`src/rtl/ifq_pkg.sv`:
```
// Shared types and constants for the instruction fetch queue.
package ifq_pkg;

   typedef enum logic [1:0] {
      StIdle,
      StReq,
      StDrop
   } ifq_state_e;

   localparam int unsigned WORD_BYTES = 4;

   typedef struct packed {
      logic [31:0] pc;
      logic [31:0] instr;
   } ifq_entry_t;

endpackage

```
`src/rtl/ifq_fifo.sv`:
```
// Synchronous FIFO of fetched {pc, instr} entries with a single-cycle flush.
module ifq_fifo
   import ifq_pkg::*;
#(
   parameter int unsigned DEPTH = 4
) (
   input  logic                   clk_i,
   input  logic                   rst_i,
   input  logic                   flush_i,
   input  logic                   push_i,
   input  ifq_entry_t             wdata_i,
   input  logic                   pop_i,
   output ifq_entry_t             rdata_o,
   output logic [$clog2(DEPTH):0] count_o
);

   localparam int unsigned PtrW = $clog2(DEPTH);
   localparam int unsigned CntW = PtrW + 1;

   ifq_entry_t      mem_q [DEPTH];
   logic [PtrW-1:0] wptr_q;
   logic [PtrW-1:0] rptr_q;
   logic [CntW-1:0] count_q;
   logic            empty;
   logic            pop_eff;

   assign empty   = (count_q == '0);
   assign pop_eff = pop_i & ~empty;

   always_ff @(posedge clk_i) begin
      if (!rst_i) begin
         wptr_q  <= '0;
         rptr_q  <= '0;
         count_q <= '0;
      end else if (flush_i) begin
         wptr_q  <= '0;
         rptr_q  <= '0;
         count_q <= '0;
      end else begin
         if (push_i) begin
            wptr_q <= wptr_q + PtrW'(1);
         end
         if (pop_eff) begin
            rptr_q <= rptr_q + PtrW'(1);
         end
         count_q <= count_q + CntW'(push_i) - CntW'(pop_eff);
      end
   end

   // Storage needs no reset; the count gates what is visible.
   always_ff @(posedge clk_i) begin
      if (push_i) begin
         mem_q[wptr_q] <= wdata_i;
      end
   end

   assign rdata_o = empty ? '0 : mem_q[rptr_q];
   assign count_o = count_q;

   a_no_overflow : assert property (@(posedge clk_i) disable iff (!rst_i)
      !(push_i && !flush_i && (count_q == CntW'(DEPTH)) && !pop_eff));

endmodule

```
`src/rtl/instr_fetch_queue.sv`:
```
// Fetch stage: issues word fetches over req/ack, buffers {pc, instr} and flushes on redirect.
module instr_fetch_queue
   import ifq_pkg::*;
#(
   parameter int unsigned DEPTH    = 4,
   parameter logic [31:0] RESET_PC = 32'h0000_0000
) (
   input  logic                   clk_i,
   input  logic                   rst_i,
   input  logic                   redirect_i,
   input  logic [31:0]            redirect_pc_i,
   output logic                   mem_req_o,
   output logic [31:0]            mem_addr_o,
   input  logic                   mem_ack_i,
   input  logic [31:0]            mem_data_i,
   output logic                   instr_valid_o,
   output logic [31:0]            instr_o,
   output logic [31:0]            instr_pc_o,
   input  logic                   instr_ready_i,
   output logic [$clog2(DEPTH):0] count_o
);

   localparam int unsigned    CntW     = $clog2(DEPTH) + 1;
   localparam logic [CntW-1:0] DepthCnt = CntW'(DEPTH);

   ifq_state_e      state_q, state_d;
   logic [31:0]     fpc_q, fpc_d;
   logic            mem_req_q;
   logic [31:0]     mem_addr_q;
   logic            push, pop;
   logic [CntW-1:0] count, count_nxt;
   ifq_entry_t      wdata, head;

   // Redirect overrides push and pop; the FIFO flush handles the rest.
   assign push      = (state_q == StReq) & mem_ack_i & ~redirect_i;
   assign pop       = instr_valid_o & instr_ready_i & ~redirect_i;
   assign count_nxt = count + CntW'(push) - CntW'(pop);

   always_comb begin
      fpc_d = fpc_q;
      if (redirect_i) begin
         fpc_d = redirect_pc_i & ~32'h3;
      end else if (push) begin
         fpc_d = fpc_q + 32'(WORD_BYTES);
      end
   end

   always_comb begin
      state_d = state_q;
      unique case (state_q)
         StIdle: begin
            if (redirect_i || (count < DepthCnt)) state_d = StReq;
         end
         StReq: begin
            if (redirect_i) begin
               state_d = mem_ack_i ? StReq : StDrop;
            end else begin
               state_d = (count_nxt < DepthCnt) ? StReq : StIdle;
            end
         end
         StDrop: begin
            if (redirect_i) begin
               state_d = StDrop;
            end else if (mem_ack_i) begin
               state_d = (count_nxt < DepthCnt) ? StReq : StIdle;
            end
         end
         default: state_d = StIdle;
      endcase
   end

   // While dropping, the abandoned address is held until its ack arrives.
   always_ff @(posedge clk_i) begin
      if (!rst_i) begin
         state_q    <= StIdle;
         fpc_q      <= RESET_PC;
         mem_req_q  <= 1'b0;
         mem_addr_q <= RESET_PC;
      end else begin
         state_q    <= state_d;
         fpc_q      <= fpc_d;
         mem_req_q  <= (state_d != StIdle);
         mem_addr_q <= (state_d == StDrop) ? mem_addr_q : fpc_d;
      end
   end

   assign wdata.pc    = fpc_q;
   assign wdata.instr = mem_data_i;

   ifq_fifo #(
      .DEPTH (DEPTH)
   ) u_fifo (
      .clk_i   (clk_i),
      .rst_i   (rst_i),
      .flush_i (redirect_i),
      .push_i  (push),
      .wdata_i (wdata),
      .pop_i   (pop),
      .rdata_o (head),
      .count_o (count)
   );

   assign mem_req_o     = mem_req_q;
   assign mem_addr_o    = mem_addr_q;
   assign instr_valid_o = (count != '0);
   assign instr_o       = head.instr;
   assign instr_pc_o    = head.pc;
   assign count_o       = count;

endmodule
```
`config.mk`:
```
export PLATFORM = sky130hd
export DESIGN_NAME = instr_fetch_queue
export DESIGN_NICKNAME = d
export VERILOG_FILES = /design/src/rtl/ifq_pkg.sv /design/src/rtl/ifq_fifo.sv /design/src/rtl/instr_fetch_queue.sv
export SDC_FILE = /design/constraint.sdc
export NUM_CORES = 1
export LEC_CHECK = 0
export ABC_AREA = 1
export CAP_MARGIN = 5
export CORE_AREA = 4 4 117 230
export CTS_BUF_LIST = sky130_fd_sc_hd__clkbuf_16
export DETAILED_ROUTE_END_ITERATION = 8
export DIE_AREA = 0 0 121 234
export PLACE_DENSITY_LB_ADDON = 0.2
export SYNTH_ARGS = -nofsm -noshare
export SYNTH_HDL_FRONTEND = slang
export SYNTH_HIERARCHICAL = 1
export SYNTH_SLANG_ARGS = --single-unit
```
`constraint.sdc`:
```
create_clock -name clk_i -period 9.2 [get_ports clk_i]
set_clock_uncertainty 0.15 [all_clocks]
set_input_delay 1.84 -clock clk_i [delete_from_list [all_inputs] [get_ports clk_i]]
set_output_delay 1.84 -clock clk_i [all_outputs]
set_load 0.01 [all_outputs]
```
## Yosys cells after proc, flatten, opt, wreduce, memory -nomap -nowiden

Memories as Yosys holds them, arrays and structs flattened. A register that Yosys moved wholly into a read port is not among the register bits.
Index checks and enable logic that the tools add are counted.

| word-level totals | value |
|---|---|
| output and inout bits | 101 |
| memory bits (writable) | 256 |
| memories kept | 1 |
| flip-flop bits (word level) | 74 |

| operators by class | value |
|---|---|
| $lt $le $gt $ge | 2 |
| add/sub/neg operators | 6 |
| reductions and logical operators | 6 |
| bitwise logic cells | 8 |
| eq/ne operators | 3 |
| mux-type cells | 14 |

Memory list:

| name | depth | width | rd ports | clocked after Yosys merged registers in | write ports | line | source |
|---|---|---|---|---|---|---|---|
| u_fifo.mem_q | 4 | 64 | 1 | 1 | 1 | ifq_fifo.sv:20 | `ifq_entry_t mem_q [DEPTH];` |

Operators with widths:

| kind | number |
|---|---|
| 32-bit 2-to-1 mux | 2 |
| 64-bit 2-to-1 mux | 1 |
| 32-bit by 3-bit adder with 32-bit output (second input constant) | 1 |
| 2-bit 2-to-1 mux | 7 |
| 3-bit less-than comparator (second input constant) | 2 |
| 2-bit one-hot mux with 3 select lines | 1 |
| 3-bit by 1-bit subtractor with 3-bit output | 2 |
| 1-bit AND | 5 |
| 2-bit by 1-bit adder with 2-bit output (second input constant) | 2 |
| 2-bit == test (second input constant) | 2 |
| 3-bit by 1-bit adder with 3-bit output | 1 |
| 3-bit logical NOT | 1 |
| 1-bit 2-to-1 mux | 3 |
| 1-bit inverter | 3 |
| 3-bit nonzero test | 1 |
| 2-bit by 1-bit == test with 1-bit output (second input constant) | 1 |
| 2-bit logical NOT | 1 |
| 2-bit nonzero test | 1 |
| 2-bit OR reduction | 1 |
| 1-bit logical OR | 1 |

## Longest topological paths before layout

Gate-level depths: netlist (run 1).

| logic depth | value |
|---|---|
| depth after elaboration | 11 |
| gate-level depth with buffers | 18 |

## Hierarchy

Netlist (run 1), hierarchy kept.

Modules (own cells, without submodules):

| module | sequential area each (sq um) | times used | area an instance (sq um) | cells an instance |
|---|---|---|---|---|
| ifq_fifo | 7867.5 | 1 | 11287.1 | 1072 |
| instr_fetch_queue | 1341.3 | 1 | 3568.4 | 542 |

## Worst setup path before layout (run 1)

OpenSTA, ideal clock, no wires.

| path | value |
|---|---|
| kind | input to register |
| start | input port redirect_i |
| end | memory u_fifo/mem_q[0][0] (netlist bit), enable pin |
| arrival | 3.748 ns |
| slack | 4.884 ns |
| required time | 8.632 ns |
| setup time | 0.418 ns |
| stages | 7 |
| buffers on the path | 2 |
| cells stage by stage | buf_6 inv_2 nand2_2 nor2_8 buf_4 nand2_1 inv_1 |

| on the way | value |
|---|---|
| word-level cells in the longest chain between the ends | 4 |

RTL lines:

| item | line | source |
|---|---|---|
| start: declaration | instr_fetch_queue.sv:10 | `input logic redirect_i,` |
| 1-bit inverter | instr_fetch_queue.sv:35 | `assign push = (state_q == StReq) & mem_ack_i & ~redirect_i;` |
| 1-bit AND | instr_fetch_queue.sv:35 |  |
| named net push | instr_fetch_queue.sv:30 | `logic push, pop;` |
| 1-bit 2-to-1 mux | ifq_fifo.sv:52 | `if (push_i) begin` |
| 1-bit 2-to-1 mux (not written as such) | ifq_fifo.sv:53 | `mem_q[wptr_q] <= wdata_i;` |
| end: declaration | ifq_fifo.sv:20 |  |

The timed path passes the listed nets, and every way through them passes these cells.

==> results.yml, run 1 <==
global_route:
  grt_pass1_wl_um: 53110
  grt_max_degree: 103
  overflow: 0
  grt_pass1_vias: 10780
  antenna_found_initial: 1
  track_usage_pct: 23.83
detailed_routing:
  drt_wl_total_um: 34000
  drtIter0Drc: 706
  met2_length_um: 18550
  viasPerCell: 5.159
  ant_nets: 0
  vias: 10890
  m1WireLength_um: 12480
  highest_layer: "met4"
  drt-pass1-iter-count: 5
  routedWlPerCell_um: 16.11
  post-route-drc-count: 0
  wl_met3_um: 1682
floorplan:
  dieArea_um2: 28310
  core_um2: 25140
  start_util_pct: 59.10
  ios: 170
  num_rows: 82
  die_w_um: 121
  dieHeight_um: 234
worst_setup_path:
  critPathKind: "flip-flop to output pin"
  cp-end-kind: "output pin"
  worst-path-buf-inv: 3
  path_cells: "inv_4 -> buf_4 -> nand2_1 -> nand3_1 -> a21oi_1 -> clkdlybuf4s50_1"
  worstPathRequired_ns: 7.21
  max_stage_delay_ns: 0.88
  rrSetupSlack_ns: 6.34
  rr_worst_depth: 12
  timing.rr.start: "u_fifo/count_o[1]"
  cp.depth: 6
  cp_max_fo: 102
  r2r_end: "u_fifo/count_o[2]"
  slowest_stage: "dfxtp_4"
  worst_path_dominant_cell_family: "buffers and inverters"
  startpoint_type: "flip-flop"
  arrival_ns: 3.54
  crit_path_end: "instr_pc_o[16]"
synthesis:
  synth_common_cells: "nand2_1 (403), inv_1 (339), edfxtp_1 (256)"
  syn-num-nets: 1693
  ys_seq_area_share_pct: 61.99
  syn_area_per_cell_um2: 9.204
  synth-edff-count: 256
  synthDominantCellAreaShare_pct: 51.75
  synthesis.area_um2: 14860
  ys_async_sr_fraction_pct: 0
  yosysMostFrequentCell: "nand2_1"
  netlist_top_cells_area: "edfxtp_1 (52%), dfxtp_1 (10%), nand2_1 (10%)"
  yosysTopAreaCell: "edfxtp_1"
  synth-main-ff-cell: "edfxtp_1"
  syn_inst: 1614
  synth_cell_types: 38
  yosys_warnings: 6
  synth-seq-cells: 332
sta:
  finalSetupViolCount: 0
  fin_crit_sh_pct: 60.11
  rsz0062_at_grt: "no"
  finalHoldViolations: 0
  fin_hold_ws_ns: 0.3083
  fmax_mhz: 180.8
  worst_pin_slew_ns: 1.137
  fin_setup_tns_ns: 0
  drv_slew: 0
  fin_ws_ns: 3.670
  period_needed_ns: 5.530
  slew_headroom_pct: 24.18
clock_tree:
  cts_setup_buffers: 0
  cts_tree: "yes"
  clk_pin_slew_worst_paths_ns: 0.07
  htree_levels: 1
  clockBufferDepth: 3
  clk_latency_ns: 0.54
  clockRootBuffer: "clkbuf_16"
  cts_made_buffers: 27
  clock-sinks: 332
  cts_resized: 0
  hold_buffers: 0
run_status:
  outcome: "finished clean"
power_and_ir_drop:
  p_per_area_nw_per_um2: 171.1
  cellLeakagePower_nw: 7.630
  ir_drop_v: 0.0001787
run:
  maxCapViolations: 0
layout:
  seq_area_um2: 9214
  drive_gt1_share_pct: 5.302
  nNetsFinal: 1832
  syn_to_final_growth_pct: 18.54
  nFillCells: 1931
  stdcell_count: 2111
  multi_input_comb_area_um2: 4003
placed_design:
  globalplace.congestion: 0.9356
  dp_cells: 2060
  dp_hpwl_um: 21250
  pre_cts_ws_ns: 3.835
  port_buffers: 167
min_path:
  hold_path_class: "flip-flop to flip-flop"
  hold-path-cell-count: 2
placed cells by master, fill, tap and decap left out, types with 2 or more instances in the layout:
cell type,synthesis,routed
a21o_1,2,2
a21oi_1,95,95
buf_4,9,12
bufinv_16,0,3
bufinv_8,0,3
clkbuf_16,0,28
clkdlybuf4s50_1,0,167
clkinv_1,0,2
clkinv_2,0,2
dfxtp_1,76,74
diode_2,0,2
edfxtp_1,256,256
ha_1,9,9
inv_1,339,339
inv_2,5,12
nand2_1,403,403
nand2_2,4,4
nand3_1,194,194
nand3_2,3,3
nand4_1,14,14
nor2_1,81,81
nor2_2,9,9
nor2_4,5,5
nor3_1,3,3
o211ai_1,8,8
o21ai_0,11,11
o21ai_1,4,4
o21bai_1,5,5
o22ai_1,2,2
or2_2,4,4
xnor2_1,2,2
xor2_1,2,2
sequential cells by signal (all words and copies together) (netlist names), named ones only:
register,cells
mem_req_o,1
u_fifo/mem_q,256
u_fifo/rptr_q,2
mem_addr_o,32
state_q,2
fpc_q,32
u_fifo/wptr_q,2
u_fifo/count_o,3
power by group:
part	total (mW)	switching (mW)	leakage (nW)	internal, mW
sequential	1.67	0.0269	2.95	1.64
combinational	0.169	0.0890	4.20	0.0799
clock	1.17	0.497	0.480	0.676
worst register-to-register path: stages (launching register included):
cell and delay, ns:
dfxtp_1 0.40, nor2_1 0.16, nand2_2 0.10, inv_2 0.05
buf_4 0.68, nor2_1 0.13, ha_1 0.30, inv_1 0.06
ha_1 0.13, inv_1 0.05, fa_1 0.38, a21oi_1 0.13
nor2_1 0.05
worst min path at each step:
| stage | from | end |
|---|---|---|
| after floorplan | u_fifo/rptr_q[0] | flip-flop |
| after global placement | mem_addr_o[30] | mem_addr_o[30] |
| after detailed placement | mem_addr_o[28] | mem_addr_o[28] |
| after CTS | mem_addr_o[28] | mem_addr_o[28] |
| after global routing | mem_addr_o[29] | mem_addr_o[29] |
| final | mem_addr_o[30] | mem_addr_o[30] |
final cells by class:
| class | count | area share, % |
|---|---|---|
| flip-flops and latches | 332 | 52.32 |
| repair buffers | 179 | 10.00 |
| diodes | 2 | 0.02842 |
| inverters | 344 | 7.347 |
| clock inverters | 21 | 1.201 |
| clock buffers | 28 | 3.979 |
| multi-input cells | 869 | 22.73 |
| well taps | 336 | 2.387 |
metal layers:
metal / vias up / track usage, %
met5: - / 0
met1: 5117 / 25.90
li1: 5400 / -
met4: 0 / 10.46
met2: 292 / 45.50
met3: 81 / 3.041
stage by stage:
stage	cell area (µm²)	power [mW]	util, %
2_1_floorplan	14860	1.782	-
3_3_place_gp	16690	1.869	66.41
3_5_place_dp	16690	1.873	66.41
4_1_cts	17600	3.036	70.03
5_1_grt	17610	3.111	70.04
6_report	17610	3.013	70.05
cells by family (layout without fill, tap and decap cells):
logic type / after synthesis / in the layout / share of synthesized area [%]
buf+inv: 413 / 572 / 11.07
flops: 332 / 332 / 61.99
other cells: 0 / 2 / 0
xor+xnor: 4 / 4 / 0.2359
fa+ha+maj: 10 / 10 / 0.8928
simple gates: 726 / 726 / 21.17
compound gates: 129 / 129 / 4.641
(Power assumes the default switching activity.)
==> inputs of run 2 (changes only) <==
--- a/config.mk
+++ b/config.mk
@@ -7,10 +7,10 @@
 export LEC_CHECK = 0
 export ABC_AREA = 1
 export CAP_MARGIN = 5
-export CORE_AREA = 4 4 117 230
+export CORE_AREA = 4 4 126 249
 export CTS_BUF_LIST = sky130_fd_sc_hd__clkbuf_16
 export DETAILED_ROUTE_END_ITERATION = 8
-export DIE_AREA = 0 0 121 234
+export DIE_AREA = 0 0 130 253
 export PLACE_DENSITY_LB_ADDON = 0.2
 export SYNTH_ARGS = -nofsm -noshare
 export SYNTH_HDL_FRONTEND = slang
==> constraint.sdc (replaced) <==
create_clock -name clk_i -period 4.9 [get_ports clk_i]
set_clock_uncertainty 0.15 [all_clocks]
set_input_delay 0.98 -clock clk_i [delete_from_list [all_inputs] [get_ports clk_i]]
set_output_delay 0.98 -clock clk_i [all_outputs]
set_load 0.01 [all_outputs]
==> run 2 against run 1 <==
Net effect:
- routed wire length up 2.7%
- count of clock-buffer cells in the layout up 2
- hold slack worse by 0.0037 ns
- combinational power up 91%
- clock power up 79%
- sequential share of layout area down 0.27 points
- cell area up 0.51%
- non-clock buffer count up 8
- first-iteration DRC count down 28%
- via count down 0.94%
- critical path type unchanged
- global-route usage down 2.9 points
- power up 84%
==> results.yml, run 2 (synthesis gave the netlist of run 1 again) <==
placed_design:
  port_buffers: 167
  pre_cts_ws_ns: 1.130
  dp_cells: 2096
  globalplace.congestion: 0.9279
  dp_hpwl_um: 22720
global_route:
  met1_usage_pct: 21.24
  grt_pass1_vias: 10690
  grt_max_degree: 99
  gr-usage-met3_pct: 2.385
  overflow: 0
  grt_pass1_wl_um: 53630
  antenna_found_initial: 0
  grt_use_met2_pct: 42.31
  grt.busiest_layer: "met2"
  track_usage_pct: 20.91
floorplan:
  num_rows: 89
  dieArea_um2: 32890
  start_util_pct: 50.53
  core_um2: 29400
  dieHeight_um: 253
  ios: 170
  die_w_um: 130
sta:
  drv_slew: 0
  slew_headroom_pct: 27.64
  fmax_mhz: 233.0
  period_needed_ns: 4.292
  fin_hold_ws_ns: 0.3046
  finalSetupViolCount: 0
  rsz0062_at_grt: "no"
  fin_setup_tns_ns: 0
  finalHoldViolations: 0
  fin_ws_ns: 0.6075
  fin_crit_sh_pct: 87.60
  worst_pin_slew_ns: 1.085
worst_setup_path:
  path_cells: "inv_4 -> buf_4 -> nand2_1 -> nand3_1 -> a21oi_1 -> clkdlybuf4s50_1"
  cp.depth: 6
  worst-path-buf-inv: 3
  max_stage_delay_ns: 0.83
  cp_max_fo: 98
  arrival_ns: 3.16
  cp-end-kind: "output pin"
  startpoint_type: "flip-flop"
  worstPathRequired_ns: 3.77
  critPathKind: "flip-flop to output pin"
  rr_worst_depth: 11
  worst_path_dominant_cell_family: "buffers and inverters"
  slowest_stage: "inv_4"
layout:
  stdcell_count: 2142
  utilization_pct: 60.21
  regMostFlops: "u_fifo/mem_q"
  largest_register_ffs: 256
  drive_gt1_share_pct: 5.793
  final_common_cell: "nand2_1"
  antennaDiodeCount: 0
  nFillCells: 2517
  syn_to_final_growth_pct: 19.14
  most-common-layout-cells: "nand2_1 (403), inv_1 (336), edfxtp_1 (256)"
  nNetsFinal: 1841
detailed_routing:
  drtIter0Drc: 509
  ant_nets: 0
  post-route-drc-count: 0
  drt_wl_total_um: 34910
  routedWlPerCell_um: 16.30
  drt-pass1-iter-count: 5
  vias: 10790
  viasPerCell: 5.036
min_path:
  hold-path-cell-count: 2
  hold_path_class: "flip-flop to flip-flop"
clock_tree:
  clk_pin_slew_worst_paths_ns: 0.06
  cts_setup_buffers: 0
  cts_made_buffers: 28
  htree_levels: 1
  clk_latency_ns: 0.55
  cts_tree: "yes"
  clock-sinks: 332
  hold_buffers: 0
  cts_resized: 0
  clockRootBuffer: "clkbuf_16"
  clockBufferDepth: 3
run:
  maxCapViolations: 0
power_and_ir_drop:
  ir_drop_v: 0.0002836
  cellLeakagePower_nw: 7.656
  p_per_area_nw_per_um2: 313.7
run_status:
  outcome: "finished clean"
run 2: layout make-up:
class | count | area, µm² | share of cell area (%)
multi-input cells | 869 | 4004 | 22.62
flip-flops and latches | 332 | 9214 | 52.06
repair buffers | 187 | 1884 | 10.65
clock buffers | 30 | 750.7 | 4.241
clock inverters | 16 | 97.59 | 0.5514
well taps | 364 | 455.4 | 2.573
inverters | 344 | 1294 | 7.309
run 2: stage by stage:
stage | power [mW] | instance area, µm²
final | 5.552 | 17700
after global routing | 5.741 | 17700
after CTS | 5.609 | 17700
after detailed placement | 3.524 | 16850
after global placement | 3.516 | 16850
after floorplan | 3.347 | 14860
run 2: report_power, final:
part / leakage, nW / total, mW / internal [mW] / switching [mW]
combinational: 4.26 / 0.322 / 0.153 / 0.169
sequential: 2.95 / 3.14 / 3.09 / 0.0507
clock: 0.451 / 2.09 / 1.15 / 0.946
total: 7.66 / 5.55 / 4.39 / 1.17
run 2: layer usage:
metal | wire (µm) | vias up
li1 | - | 5412
met1 | 12720 | 5052
met2 | 19770 | 262
met3 | 1414 | 62
met4 | 1009 | 0
met5 | 0 | -
run 2: path summary, 6_finish.rpt:
kind	from	endpoint	slack (ns)
max	flip-flop	instr_o[13]	0.61
min	mem_addr_o[25]	mem_addr_o[25]	0.30
max reg2reg	u_fifo/count_o[1]	u_fifo/count_o[2]	2.06
min reg2reg	mem_addr_o[25]	mem_addr_o[25]	0.30
run 2: worst reg2reg max path, stage by stage (launching register included):
cell and delay [ns]:
dfxtp_1 0.41, nor2_1 0.16, nand2_2 0.10, inv_2 0.68
nor2_1 0.11, ha_1 0.31, inv_1 0.06, ha_1 0.13
inv_1 0.05, fa_1 0.38, a21oi_1 0.14, nor2_1 0.06
==> inputs of run 3 (changes only) <==
--- a/config.mk
+++ b/config.mk
@@ -12,6 +12,7 @@
 export DETAILED_ROUTE_END_ITERATION = 8
 export DIE_AREA = 0 0 130 253
 export PLACE_DENSITY_LB_ADDON = 0.2
+export SKIP_CTS_REPAIR_TIMING = 1
 export SYNTH_ARGS = -nofsm -noshare
 export SYNTH_HDL_FRONTEND = slang
 export SYNTH_HIERARCHICAL = 1
==> constraint.sdc (replaced) <==
create_clock -name clk_i -period 3.55 [get_ports clk_i]
set_clock_uncertainty 0.15 [all_clocks]
set_input_delay 0.71 -clock clk_i [delete_from_list [all_inputs] [get_ports clk_i]]
set_output_delay 0.71 -clock clk_i [all_outputs]
set_load 0.01 [all_outputs]
==> run 3 against run 2 <==
Net effect:
- sequential share of layout area down 0.73 points
- largest power group unchanged
- critical path type unchanged
- sequential power is 38% higher
- largest cell class unchanged
- die area unchanged
- cell area increased by 1.4%
- setup slack worse by 0.39 ns
- non-clock buffer count rose by 4
- flip-flop and latch count unchanged
==> results.yml, run 3 (synthesis gave the netlist of run 1 again) <==
worst_setup_path:
  worstPathRequired_ns: 2.69
  slowest_stage: "clkdlybuf4s50_1"
  rr_worst_depth: 11
  timing.rr.start: "u_fifo/count_o[1]"
  critPathKind: "flip-flop to output pin"
  startpoint_type: "flip-flop"
  arrival_ns: 2.47
  rrSetupSlack_ns: 1.24
  r2r_end: "u_fifo/count_o[2]"
  cp_max_fo: 31
  cp-end-kind: "output pin"
  max_stage_delay_ns: 0.60
  path_cells: "inv_1 -> nand2_2 -> inv_4 -> buf_12 -> a21oi_1 -> clkdlybuf4s50_1"
placed_design:
  globalplace.congestion: 0.8847
  port_buffers: 167
  dp_cells: 2100
  pre_cts_ws_ns: 0.4214
  dp_hpwl_um: 21890
sta:
  worst_pin_slew_ns: 0.7839
  fin_hold_ws_ns: 0.3099
  rsz0062_at_grt: "no"
  slew_headroom_pct: 47.34
  drv_slew: 0
  fin_ws_ns: 0.2158
  finalHoldViolations: 0
  fmax_mhz: 299.9
  finalSetupViolCount: 0
  fin_crit_sh_pct: 93.92
  period_needed_ns: 3.334
floorplan:
  num_rows: 89
  die_w_um: 130
  core_um2: 29400
  dieHeight_um: 253
  start_util_pct: 50.53
  ios: 170
  dieArea_um2: 32890
detailed_routing:
  ant_nets: 0
  viasPerCell: 5.041
  drt_wl_total_um: 34110
  vias: 10850
  drtIter0Drc: 459
  post-route-drc-count: 0
  drt-pass1-iter-count: 5
  routedWlPerCell_um: 15.84
power_and_ir_drop:
  p_per_area_nw_per_um2: 450.6
  swShare_pct: 20.77
  power.total_mw: 8.089
  power_frac_seq_pct: 53.6
  ir_drop_v: 0.0003428
  pwr-share-clk_pct: 40.9
  switchingPower_mw: 1.680
  p_int_mw: 6.409
  cellLeakagePower_nw: 7.749
  pwr-share-comb_pct: 5.5
run_status:
  outcome: "finished clean"
layout:
  largest_register_ffs: 256
  drive_gt1_share_pct: 6.260
  antennaDiodeCount: 0
  nFillCells: 2449
  most-common-layout-cells: "nand2_1 (403), inv_1 (338), edfxtp_1 (256)"
  stdcell_count: 2153
  seq_area_um2: 9215
  regMostFlops: "u_fifo/mem_q"
  syn_to_final_growth_pct: 20.85
  multi_input_comb_area_um2: 4004
  final_common_cell: "nand2_1"
  nNetsFinal: 1846
  utilization_pct: 61.07
min_path:
  hold_start: "mem_addr_o[28]"
  min_to: "mem_addr_o[28]"
  hold_path_class: "flip-flop to flip-flop"
  hold-path-cell-count: 2
global_route:
  grt_pass1_wl_um: 53440
  track_usage_pct: 20.65
  overflow: 0
  grt_max_degree: 93
  grt_pass1_vias: 10670
  antenna_found_initial: 0
run:
  maxCapViolations: 0
clock_tree:
  clockRootBuffer: "clkbuf_16"
  clk_pin_slew_worst_paths_ns: 0.07
  clockBufferDepth: 3
  cts_made_buffers: 29
  clock-sinks: 332
  htree_levels: 1
  clk_latency_ns: 0.56
  cts_tree: "yes"
-- run 3: power groups by stage --
| stage | logic [mW] | registers (mW) | clock network (mW) |
|---|---|---|---|
| after floorplan | 0.208 | 4.41 | 0 |
| after global placement | 0.442 | 4.41 | 0 |
| after detailed placement | 0.451 | 4.42 | 0 |
| after CTS | 0.455 | 4.33 | 3.38 |
| after global routing | 0.499 | 4.34 | 3.52 |
| final | 0.448 | 4.33 | 3.31 |
-- run 3: worst max-delay path by stage --
stage	cells past startpoint	from	to	slack, ns
after floorplan	7	redirect_i	u_fifo/mem_q[0][0]	0.36
after global placement	16	redirect_i	mem_req_o	0.42
after detailed placement	16	redirect_i	mem_req_o	0.42
after CTS	6	u_fifo/count_o[1]	instr_pc_o[4]	-0.07
after global routing	6	u_fifo/count_o[2]	instr_pc_o[7]	0.07
final	6	u_fifo/count_o[2]	instr_pc_o[7]	0.22
-- run 3: layout make-up --
class / count / area share (%)
Inverter: 344 / 7.221
Sequential cell: 332 / 51.33
Tap cell: 364 / 2.537
Clock buffer: 29 / 4.042
Clock inverter: 24 / 1.554
Timing Repair Buffer: 191 / 11.01
Multi-Input combinational cell: 869 / 22.30
-- run 3: layer usage --
| metal | part of all wire, % | vias up | track usage [%] |
|---|---|---|---|
| met5 | 0 | - | 0 |
| met3 | 3.8 | 63 | 2.132 |
| met2 | 56 | 252 | 40.27 |
| met4 | 3.5 | 0 | 7.878 |
| met1 | 37 | 5115 | 22.21 |
| li1 | - | 5423 | - |
-- run 3: critical path: cells and delay by family, from the launching register on --
kind                   cells  cell delay [ns]
AND/OR/NAND/NOR            1             0.13
buffers and inverters      4             1.05
flip-flops                 1             0.46
AO/OA/AOI/OAI              1             0.27
-- run 3: metrics by stage --
stage	cell area (µm²)	TNS (ns)
final	17950	0
after CTS	17950	-0.2351
after detailed placement	16940	0
after global placement	16940	0
after global routing	17950	0
after floorplan	14860	0
